[src/rtl/motor_drive_controller.sv]
// Dual H-bridge drive for the line tracker: maps the steering command to per-wheel
// direction/duty targets and slews each wheel's duty with a tick-driven ramp.
module motor_drive_controller #(
   parameter int PWM_BITS  = 10,
   parameter int DUTY_FAST = 1023,
   parameter int DUTY_SLOW = 512,
   parameter int RAMP_DIV  = 50000,
   parameter int RAMP_STEP = 64
) (
   input  logic       clk,
   input  logic       reset,
   input  logic [2:0] state,
   output logic       left_pwm,
   output logic       right_pwm,
   output logic [1:0] left_dir,
   output logic [1:0] right_dir,
   output logic       moving
);

   localparam int W        = PWM_BITS + 1;
   localparam int PRE_BITS = $clog2(RAMP_DIV);
   localparam int MAX_DUTY = (1 << PWM_BITS) - 1;

   localparam logic [PRE_BITS-1:0] PRE_LAST = PRE_BITS'(RAMP_DIV - 1);
   localparam logic [W-1:0] STEP = W'(RAMP_STEP);
   localparam logic [W-1:0] FAST = W'((DUTY_FAST > MAX_DUTY) ? MAX_DUTY : DUTY_FAST);
   localparam logic [W-1:0] SLOW = W'((DUTY_SLOW > MAX_DUTY) ? MAX_DUTY : DUTY_SLOW);

   localparam logic [1:0] DIR_FWD   = 2'b10;
   localparam logic [1:0] DIR_REV   = 2'b01;
   localparam logic [1:0] DIR_COAST = 2'b00;

   typedef enum logic [2:0] {
      CMD_TURN_LEFT   = 3'b000,
      CMD_TURN_RIGHT  = 3'b001,
      CMD_STRAIGHT    = 3'b010,
      CMD_STOP        = 3'b011,
      CMD_SHARP_LEFT  = 3'b100,
      CMD_SHARP_RIGHT = 3'b101
   } cmd_e;

   typedef struct packed {
      logic [1:0]   dir;
      logic [W-1:0] duty;
   } motor_t;

   logic [2:0]          state_q;
   logic [PRE_BITS-1:0] prescaler;
   logic [PWM_BITS-1:0] pwm_cnt;
   logic                tick;
   logic                stop_cmd;
   motor_t              left_m, right_m;
   motor_t              left_tgt, right_tgt;
   logic [W-1:0]        left_duty, right_duty;

   // One motor's ramp step: a wrong direction is first ramped to zero, then flipped,
   // so the H-bridge pins can never change under load.
   function automatic motor_t ramp_next(input motor_t cur, input motor_t tgt);
      motor_t       nxt;
      logic [W:0]   up;
      logic [W-1:0] down;
      nxt  = cur;
      up   = {1'b0, cur.duty} + {1'b0, STEP};
      down = (cur.duty > STEP) ? (cur.duty - STEP) : '0;
      if (cur.dir != tgt.dir) begin
         if (cur.duty != '0)
            nxt.duty = down;
         else
            nxt.dir = tgt.dir;
      end else if (cur.duty < tgt.duty) begin
         nxt.duty = (up > {1'b0, tgt.duty}) ? tgt.duty : up[W-1:0];
      end else if (cur.duty > tgt.duty) begin
         nxt.duty = (down < tgt.duty) ? tgt.duty : down;
      end
      return nxt;
   endfunction

   assign tick = (prescaler == PRE_LAST);

   // Command decode; anything not explicitly a motion command is treated as stop.
   always_comb begin
      left_tgt  = '{dir: DIR_COAST, duty: '0};
      right_tgt = '{dir: DIR_COAST, duty: '0};
      stop_cmd  = 1'b0;
      case (state_q)
         CMD_STRAIGHT: begin
            left_tgt  = '{dir: DIR_FWD, duty: FAST};
            right_tgt = '{dir: DIR_FWD, duty: FAST};
         end
         CMD_TURN_LEFT: begin
            left_tgt  = '{dir: DIR_FWD, duty: SLOW};
            right_tgt = '{dir: DIR_FWD, duty: FAST};
         end
         CMD_TURN_RIGHT: begin
            left_tgt  = '{dir: DIR_FWD, duty: FAST};
            right_tgt = '{dir: DIR_FWD, duty: SLOW};
         end
         CMD_SHARP_LEFT: begin
            left_tgt  = '{dir: DIR_REV, duty: SLOW};
            right_tgt = '{dir: DIR_FWD, duty: FAST};
         end
         CMD_SHARP_RIGHT: begin
            left_tgt  = '{dir: DIR_FWD, duty: FAST};
            right_tgt = '{dir: DIR_REV, duty: SLOW};
         end
         CMD_STOP: stop_cmd = 1'b1;
         default:  stop_cmd = 1'b1;
      endcase
   end

   // Stop acts every cycle and beats a coincident tick; motion only changes on ticks.
   always_ff @(posedge clk) begin
      if (reset) begin
         state_q   <= CMD_STOP;
         prescaler <= '0;
         pwm_cnt   <= '0;
         left_m    <= '0;
         right_m   <= '0;
         left_pwm  <= 1'b0;
         right_pwm <= 1'b0;
         moving    <= 1'b0;
      end else begin
         state_q   <= state;
         prescaler <= tick ? '0 : prescaler + 1'b1;
         pwm_cnt   <= pwm_cnt + 1'b1;
         if (stop_cmd) begin
            left_m  <= '0;
            right_m <= '0;
         end else if (tick) begin
            left_m  <= ramp_next(left_m, left_tgt);
            right_m <= ramp_next(right_m, right_tgt);
         end
         left_pwm  <= ({1'b0, pwm_cnt} < left_m.duty);
         right_pwm <= ({1'b0, pwm_cnt} < right_m.duty);
         moving    <= (left_m.duty != '0) || (right_m.duty != '0);
      end
   end

   assign left_dir   = left_m.dir;
   assign right_dir  = right_m.dir;
   assign left_duty  = left_m.duty;
   assign right_duty = right_m.duty;

endmodule

[config.mk]
export PLATFORM = sky130hd
export DESIGN_NAME = motor_drive_controller
export DESIGN_NICKNAME = d
export VERILOG_FILES = /design/src/rtl/motor_drive_controller.sv
export SDC_FILE = /design/constraint.sdc
export NUM_CORES = 1
export LEC_CHECK = 0
export CELL_PAD_IN_SITES_DETAIL_PLACEMENT = 1
export CELL_PAD_IN_SITES_GLOBAL_PLACEMENT = 2
export CORE_ASPECT_RATIO = 0.7
export CORE_MARGIN = 2
export CORE_UTILIZATION = 39
export DETAILED_ROUTE_END_ITERATION = 7
export GPL_TIMING_DRIVEN = 1
export PLACE_DENSITY_LB_ADDON = 0.08
export SLEW_MARGIN = 20
export SYNTH_ARGS = -nofsm -noshare
export SYNTH_HDL_FRONTEND = slang
export SYNTH_SLANG_ARGS = --single-unit
[constraint.sdc]
create_clock -name clk -period 4.3 [get_ports clk]
set_input_delay 0.43 -clock clk [delete_from_list [all_inputs] [get_ports clk]]
set_output_delay 0.43 -clock clk [all_outputs]
set_load 0.02 [all_outputs]
# [Yosys cells after proc, flatten, opt, wreduce, memory -nomap -nowiden]
# Cells that the tools add are included.
[word_totals] in_bits=5 regBits=58 wordCells=71 out_inout_bits=7
[op_classes] bitwise=3 eq_ne=9 order_cmp=12 mux=16 addsub=6 n_reduce_logical=15
[ops] operator="2-to-1 mux 11 bit" count=14
[ops] operator="case mux 13 bit (3 select lines)" count=2
[ops] operator="less-than comparator 11 bit" count=4
[ops] operator="adder 11 x 7 -> 12 bit (second input constant)" count=2
[ops] operator="greater-than comparator 12 x 11 -> 1 bit" count=2
[ops] operator="greater-than comparator 11 bit" count=2
[ops] operator="greater-than comparator 11 x 7 -> 1 bit (second input constant)" count=2
[ops] operator="less-than comparator 10 x 11 -> 1 bit" count=2
[ops] operator="nonzero test 11 bit" count=2
[ops] operator="subtractor 11 x 7 -> 11 bit (second input constant)" count=2
[ops] operator="adder 16 x 1 -> 16 bit (second input constant)" count=1
[ops] operator="equality test 16 bit (second input constant)" count=1
[ops] operator="AND reduction 3 bit" count=4
[ops] operator="adder 10 x 1 -> 10 bit (second input constant)" count=1
[ops] operator="equality test 3 bit (second input constant)" count=2
[ops] operator="nonzero test 3 bit" count=2
[ops] operator="OR reduction 3 bit" count=2
[ops] operator="OR reduction 5 bit" count=1
[ops] operator="!= test 2 x 1 -> 1 bit (second input constant)" count=2
[ops] operator="!= test 2 bit" count=2
[ops] operator="OR reduction 2 bit" count=2
[ops] operator="equality test 3 x 1 -> 1 bit (second input constant)" count=1
[ops] operator="equality test 3 x 2 -> 1 bit (second input constant)" count=1
[ops] operator="zero test 3 bit" count=1
[ops] operator="2 further kinds" count=4

# [Longest topological paths before layout]
# Gate-level depths: netlist of the first run.
[logic_depth] depth_word=8 mapped_depth=15 mapped_depth_nobuf=14

# [Worst setup path before layout of the first run]
# No wires, ideal clock.
[synth_timing] path_type="reg2reg" from="register state_q[2]" to="register left_m (netlist bit left_duty[1])" required_ns=4.242 arrival_time_ns=3.516 n_path_buf=1 path_slack_ns=0.726 stages_incl_launch_ff=12 synth_period_minus_slack_ns=3.574 cell_sequence="dfxtp_1 > clkbuf_1 > nor3b_2 > nor2_1 > ha_1 > a21o_1 > a211o_1 > a41oi_1 > a32oi_1 > or3_1 > a31oi_1 > o21a_1"
[synth_via] elab_chain_len=8 elab_cells_between_ends=23 classes_between="order compare (4); eq/ne (6); mux (6); bitwise (1); reduce/logical (6)"
[synth_rtl] element="start: declaration" line_no="47" source="logic [2:0] state_q;"
[synth_rtl] element="start signal: assignment" line_no="123" source="state_q <= state;"
[synth_rtl] element="equality test 3 bit (tied with other cells)" line_no="85" source="case (state_q)"
[synth_rtl] element="OR reduction 3 bit (no source line)"
[synth_rtl] element="case mux 13 bit (3 select lines)" line_no="85"
[synth_rtl] element="less-than comparator 11 bit" line_no="73" source="nxt.duty = (down < tgt.duty) ? tgt.duty : down;"
[synth_rtl] element="2-to-1 mux 11 bit" line_no="73"
[synth_rtl] element="2-to-1 mux 11 bit" line_no="72" source="end else if (cur.duty > tgt.duty) begin"
[synth_rtl] element="2-to-1 mux 11 bit" line_no="70" source="end else if (cur.duty < tgt.duty) begin"
[synth_rtl] element="2-to-1 mux 11 bit" line_no="65" source="if (cur.dir != tgt.dir) begin"
[synth_rtl] element="end signal: assignment" line_no="130" source="left_m <= ramp_next(left_m, left_tgt);"
[synth_rtl] element="end: declaration" line_no="52" source="motor_t left_m, right_m;"
# Several ways; a longest one is shown, not always the timed one. The select of a mux whose other input is x is not followed.
# A chain may end at the register's enable or synchronous reset.

# [Worst setup path in the final report of the first run]
[layout_timing] from="register left_m (netlist bit left_duty[4])" to="register left_m (netlist bit left_duty[1])"
[layout_via] elab_chain_len=7 elab_cells_between_ends=18 classes_between="add/sub (2); order compare (5); eq/ne (1); mux (7); reduce/logical (3)"
[layout_rtl] element="subtractor 11 x 7 -> 11 bit / greater-than comparator 11 x 7 -> 1 bit (equally long branches)" line_no="64" source="down = (cur.duty > STEP) ? (cur.duty - STEP) : '0;"
[layout_rtl] element="2-to-1 mux 11 bit" line_no="64"
[layout_rtl] element="less-than comparator 11 bit" line_no="73"
[layout_rtl] element="2-to-1 mux 11 bit" line_no="73"
[layout_rtl] element="2-to-1 mux 11 bit" line_no="72"
[layout_rtl] element="2-to-1 mux 11 bit" line_no="70"
[layout_rtl] element="2-to-1 mux 11 bit" line_no="65"
# Several ways; a longest one is shown, not always the timed one. The select of a mux whose other input is x is not followed.

==> impl_metrics.csv, run 1 <==
group,metric,value,unit
drt,ant_nets,0,
setup_path,cp_common_cell,"nor4_1",
finish,n_fill_cell,1406,
global_routing,grt-ovfl-total,0,
timing,slew_viol_final,0,
power,total_power,1430,µW
yosys,synthesis.area,4670,µm²
timing,clock-skew-final,0.00679,ns
setup_path,start_kind,"flip-flop",
min_path,min_delay_path_depth,1,
setup_path,arrival,4.10,ns
power,power-per-cell-area,270,nW/µm²
timing,rsz0062_at_grt,"false",
yosys,yosysWarningCount,0,
placement,dp_cells,735,
setup_path,r2r_cells,13,
yosys,synth_top_area_cell,"dfxtp_1",
drt,routed_via_density,5.73,
floorplan,die_h,95.5,µm
finish,num_antenna_cells,0,
drt,drc_errors,0,
floorplan,start_util,40.0,%
run_status,status,"finished clean",
cts,cts_sinks,58,
timing,period_needed,3.83,ns
cts,clk_path_buf_depth,2,
cts,path_clk_slew,0.05,ns
timing,min_period_over_period,89.2,%
setup_path,max_stage_delay,0.42,ns
flow_run,maxCapViolCount,0,
placement,post-dp-hpwl,11.1,mm
global_routing,grt_max_degree,21,
global_routing,track_usage,23.3,%
yosys,yosys.cell_count.top_type,"nor2_1",
drt,first_iter_violations,241,
cts,insertion_delay,0.32,ns
power,vdd_drop_max,0.190,mV
yosys,synth_top_area_share,24.9,%
yosys,synth-edff-count,0,
timing,slew_headroom,41.0,%
drt,wl,14.1,mm
setup_path,worstSetupPathType,"reg -> reg",
timing,tightest_slew,0.884,ns
yosys,async_flop_share,0,%
setup_path,crit_path_cell_trace,"nor4_1 -> nand4_1 -> nand2_1 -> nor2_1 -> ha_1 -> nand3_1 -> nor4_1 -> o211ai_1 -> a32oi_2 -> o21bai_1 -> o31a_1 -> a31oi_1 -> o21a_1",
min_path,min_to,"prescaler[0]",
yosys,synthFlopType,"dfxtp_1",
yosys,ys_seq_elements,58,
yosys,syn-num-nets,643,
setup_path,cp-end-kind,"flip-flop",
floorplan,fp-row-count,33,
setup_path,worst-path-buf-inv,0,
cts,numCtsBuffers,9,
finish,syn2layout_area_growth,13.9,%
drt,wl_per_cell,18.8,µm
timing,hold_viol,0,
timing,tns,0,ns
yosys,syn_avg_cell_area,8.22,µm²
finish,final_nets,664,
yosys,synth.distinct_cells,71,
setup_path,cp_top_family,"simple AND/OR/NAND/NOR gates",
cts,cts_tree,"yes",
setup_path,crit_required,4.57,ns
finish,post-route-util,45.5,%
yosys,synth_common_cells,"nor2_1, ha_1, dfxtp_1, inv_1, nand3_1",
floorplan,fp.dieArea,12900,µm²
setup_path,slowest_stage,"dfxtp_1",
min_path,hold_class,"reg -> reg",
yosys,synthCells,568,
yosys,seq_area_frac_synth,24.9,%
finish,layoutNonFillerInstCount,751,
global_routing,antenna_found_initial,0,
cts,htreeDepth,3,
cts,clk_root_buffer_cell,"clkbuf_16",
cts,post_cts_buffers,0,
global_routing,grt_pass1_wl,23.4,mm
floorplan,core_area,11700,µm²
timing,fmax,0.261,GHz
power,p_leak,0.00218,µW
min_path,hold_start,"prescaler[0]",
global_routing,grt_pass1_vias,4331,
setup_path,r2r_setup_slack,0.47,ns
floorplan,dieWidth,135,µm
drt,vias,4300,
placement,port_buffers,11,
drt,detailedRoute.firstPassIterationCount,4,
setup_path,path_max_fanout,10,
floorplan,num_io_pins,12,
finish,drive_gt1_share,8.08,%
timing,setup_viol,0,
placement,place.gp.congestion,0.919,
setup_path,timing.rr.end,"left_duty[1]",
yosys,yosys-top-cells-area,"dfxtp_1, ha_1, nor2_1, nand3_1, xnor2_1",
setup_path,worstReg2RegStart,"left_duty[4]",
## kinds of logic after synthesis
| kind of cell | synth area share (%) |
|---|---|
| xor+xnor | 5.25 |
| flops | 24.9 |
| fa+ha+maj | 18.8 |
| compound gates | 20.3 |
| simple gates | 25.5 |
| mux | 1.31 |
| buf+inv | 4.02 |
## layout by cell type (no fill, tap or decap), types with 4 or more instances in the layout
cell type and count:
ha_1 70, nand4_1 4, nand2b_1 9, xor2_1 13
nor2_1 70, clkbuf_16 9, nand2_1 30, nor2b_1 10
a211o_1 5, or2_2 4, clkdlybuf4s50_1 11, a21boi_0 4
a21oi_1 26, xnor2_1 15, o21a_1 8, and4_1 7
inv_1 33, and3_1 5, o31a_1 4, nor2_2 4
nor3_1 13, o21ai_1 5, dfxtp_1 58, o21ai_0 23
a21o_1 12, nor3b_1 4, or3_1 4, buf_4 14
a31oi_1 8, a211oi_1 7, nand3_1 31, mux2i_1 5
nor4_1 6
## final cells by class
| type | instances | area, µm² | area share [%] |
|---|---|---|---|
| repair buffers | 25 | 215 | 4.05 |
| clock buffers | 12 | 267 | 5.01 |
| inverters | 33 | 124 | 2.33 |
| well taps | 157 | 196 | 3.69 |
| multi-input cells | 462 | 3330 | 62.6 |
| clock inverters | 4 | 25.0 | 0.471 |
| flip-flops and latches | 58 | 1160 | 21.8 |
## state kept, by name, summed over array words and instances, names as in the netlist, 2 cells and up
| register | flops |
|---|---|
| left_duty | 11 |
| state_q | 3 |
| right_dir | 2 |
| right_duty | 11 |
| left_dir | 2 |
| prescaler | 16 |
| pwm_cnt | 10 |
## worst max-delay path by stage
stage               slack [ns]            end  depth (start not counted)    startpoint
floorplan                 0.73   left_duty[1]                         11    state_q[2]
global placement          0.48   left_duty[8]                         11    state_q[1]
detailed placement        0.18   left_duty[1]                         12    state_q[0]
CTS                       0.18   left_duty[1]                         12    state_q[1]
global route              0.02  right_duty[3]                         12    state_q[0]
finish                    0.47   left_duty[1]                         13  left_duty[4]
## timing repair
item,in CTS,in global routing
setup endpoints to repair,0,8
gates resized for setup,0,2
hold buffers,0,0
## power by group
group / internal, µW / switching (µW)
sequential: 546 / 10.6
combinational: 74.4 / 115
clock: 435 / 253
## metal layers
layer  vias up  wire length, µm  track usage [%]  part of all wire [%]
li1       2126                -                -                     -
met1      2114             7740             35.3                    55
met2        54             5890             35.2                    42
met3         6              446             3.56                   3.2
met4         0               70             3.42                  0.50
met5         -                0                0                     0
## worst reg2reg max path: stages, from the launching register on
cell	delay, ns
dfxtp_1	0.42
nor4_1	0.40
nand4_1	0.22
nand2_1	0.31
nor2_1	0.12
ha_1	0.34
nand3_1	0.14
nor4_1	0.36
o211ai_1	0.18
a32oi_2	0.37
o21bai_1	0.16
o31a_1	0.17
a31oi_1	0.40
o21a_1	0.19
## stage by stage
step | hold slack (ns) | area (µm²) | setup slack, ns
after CTS | 0.456 | 5310 | 0.184
after global placement | 0.428 | 5020 | 0.485
after global routing | 0.497 | 5320 | 0.0190
final | 0.452 | 5320 | 0.466
after detailed placement | 0.444 | 5020 | 0.181
after floorplan | 0.418 | 4670 | 0.726
No activity file was read; power rests on OpenSTA's default activity.
==> run 2: changes to the inputs <==
--- a/config.mk
+++ b/config.mk
@@ -9,11 +9,10 @@
 export CELL_PAD_IN_SITES_GLOBAL_PLACEMENT = 2
 export CORE_ASPECT_RATIO = 0.7
 export CORE_MARGIN = 2
-export CORE_UTILIZATION = 39
+export CORE_UTILIZATION = 42
 export DETAILED_ROUTE_END_ITERATION = 7
 export GPL_TIMING_DRIVEN = 1
 export PLACE_DENSITY_LB_ADDON = 0.08
-export SLEW_MARGIN = 20
 export SYNTH_ARGS = -nofsm -noshare
 export SYNTH_HDL_FRONTEND = slang
 export SYNTH_SLANG_ARGS = --single-unit
==> constraint.sdc (replaced) <==
create_clock -name clk -period 4.5 [get_ports clk]
set_input_delay 0.45 -clock clk [delete_from_list [all_inputs] [get_ports clk]]
set_output_delay 0.45 -clock clk [all_outputs]
set_load 0.02 [all_outputs]
==> impl_metrics.csv, run 2 (same netlist as run 1, synthesis figures left out) <==
group,metric,value,unit
finish,regMostFlops,"prescaler",
cts,cts_resized,0,
drt,vias,4274,
floorplan,num_io_pins,12,
global_routing,grt_pass1_wl,22.6,mm
global_routing,grt-ovfl-total,0,
timing,clock-skew-final,0.00861,ns
floorplan,core_area,10900,µm²
timing,rsz0062_at_grt,"false",
min_path,min_delay_path_depth,1,
finish,largest_register_ff_count,16,
drt,first_iter_violations,190,
finish,n_fill_cell,1312,
setup_path,start_kind,"flip-flop",
drt,drc_errors,0,
cts,cts_sinks,58,
placement,place.gp.congestion,0.918,
floorplan,fp-row-count,32,
placement,port_buffers,11,
setup_path,arrival,4.45,ns
timing,setup_viol,0,
flow_run,maxCapViolCount,0,
setup_path,cp-end-kind,"flip-flop",
global_routing,antenna_found_initial,0,
setup_path,worstSetupPathType,"reg -> reg",
cts,clk_root_buffer_cell,"clkbuf_16",
cts,clk_path_buf_depth,2,
cts,cts_tree,"yes",
finish,final_nets,656,
floorplan,die_h,92.2,µm
timing,hold_viol,0,
timing,fmax,0.240,GHz
cts,htreeDepth,3,
placement,placed_area,4950,µm²
finish,syn2layout_area_growth,13.6,%
finish,final_cell_mix,"nor2_1, ha_1, dfxtp_1",
timing,slew_viol_final,0,
finish,drive_gt1_share,6.48,%
floorplan,start_util,42.7,%
cts,path_clk_slew,0.06,ns
power,p_leak,0.00216,µW
global_routing,grt_max_degree,23,
min_path,hold_class,"reg -> reg",
cts,post_cts_buffers,0,
global_routing,track_usage,24.1,%
timing,slew_headroom,38.1,%
finish,num_antenna_cells,0,
global_routing,grt_pass1_vias,4265,
placement,post-dp-hpwl,10.5,mm
finish,design_area,5300,µm²
floorplan,fp.dieArea,12000,µm²
drt,detailedRoute.firstPassIterationCount,5,
setup_path,r2r_cells,12,
power,power-per-cell-area,287,nW/µm²
timing,tns,0,ns
timing,tightest_slew,0.927,ns
run_status,status,"finished clean",
drt,wl_per_cell,18.4,µm
timing,period_needed,4.17,ns
cts,insertion_delay,0.33,ns
setup_path,path_max_fanout,22,
setup_path,crit_required,4.78,ns
drt,ant_nets,0,
floorplan,dieWidth,130,µm
finish,final_common_cell,"nor2_1",
drt,routed_via_density,5.78,
cts,numCtsBuffers,9,
timing,min_period_over_period,92.7,%
drt,wl,13.6,mm
power,vdd_drop_max,0.174,mV
cts,cts_hold_buf,0,
run 2: layer usage:
metal,up-vias,routed length (µm),global-route usage [%]
met2,72,5680,35.3
met1,2079,7190,35.8
met5,-,0,0
li1,2113,-,-
met3,10,625,5.13
met4,0,100,5.29
run 2: worst max-delay path, stage by stage (launching register included):
cell	delay (ns)
dfxtp_1	0.60
nor2b_2	0.47
nor2_1	0.09
buf_4	0.24
ha_1	0.33
nand4b_1	0.22
nor3_1	0.38
a41oi_1	0.28
a32oi_1	0.53
o21bai_1	0.18
o31a_1	0.16
a31oi_1	0.43
o21a_1	0.20
run 2: area by class of cell:
cell class,instances,area [µm²],area share (%)
Inverter,33,124,2.34
Sequential cell,58,1160,21.9
Timing Repair Buffer,17,155,2.93
Tap cell,153,191,3.61
Clock inverter,7,125,2.36
Multi-Input combinational cell,462,3320,62.6
Clock buffer,9,225,4.25
run 2: power breakdown:
| group | internal [µW] | switching [µW] | leakage, µW |
|---|---|---|---|
| Clock | 546 | 270 | 0.000170 |
| Sequential | 522 | 11.4 | 0.000469 |
| Combinational | 66.7 | 108 | 0.00152 |
run 2: per-stage QoR:
| step | utilization (%) | hold WS (ns) | power (µW) | setup slack, ns | instances |
|---|---|---|---|---|---|
| 6_report | 48.5 | 0.467 | 1520 | 0.327 | 739 |
| 5_1_grt | 48.5 | 0.502 | 1580 | 0.115 | 739 |
| 4_1_cts | 48.5 | 0.471 | 1540 | 0.452 | 739 |
| 3_5_place_dp | 45.3 | 0.456 | 716 | 0.482 | 723 |
| 3_3_place_gp | 45.3 | 0.428 | 712 | 0.526 | 723 |
| 2_1_floorplan | - | 0.418 | 664 | 0.926 | 568 |
run 2: worst paths after layout:
check             slack, ns           end          from
setup / recovery       0.33  left_duty[3]    state_q[0]
hold / removal         0.47  prescaler[0]  prescaler[0]
setup reg to reg       0.33  left_duty[3]    state_q[0]
hold reg to reg        0.47  prescaler[0]  prescaler[0]
==> run 3: changes to the inputs <==
--- a/config.mk
+++ b/config.mk
@@ -5,6 +5,7 @@
 export SDC_FILE = /design/constraint.sdc
 export NUM_CORES = 1
 export LEC_CHECK = 0
+export ABC_AREA = 0
 export CELL_PAD_IN_SITES_DETAIL_PLACEMENT = 1
 export CELL_PAD_IN_SITES_GLOBAL_PLACEMENT = 2
 export CORE_ASPECT_RATIO = 0.7
==> results of run 3 <==
Same layout as run 2: the final DEF is identical, and so are final timing and power.
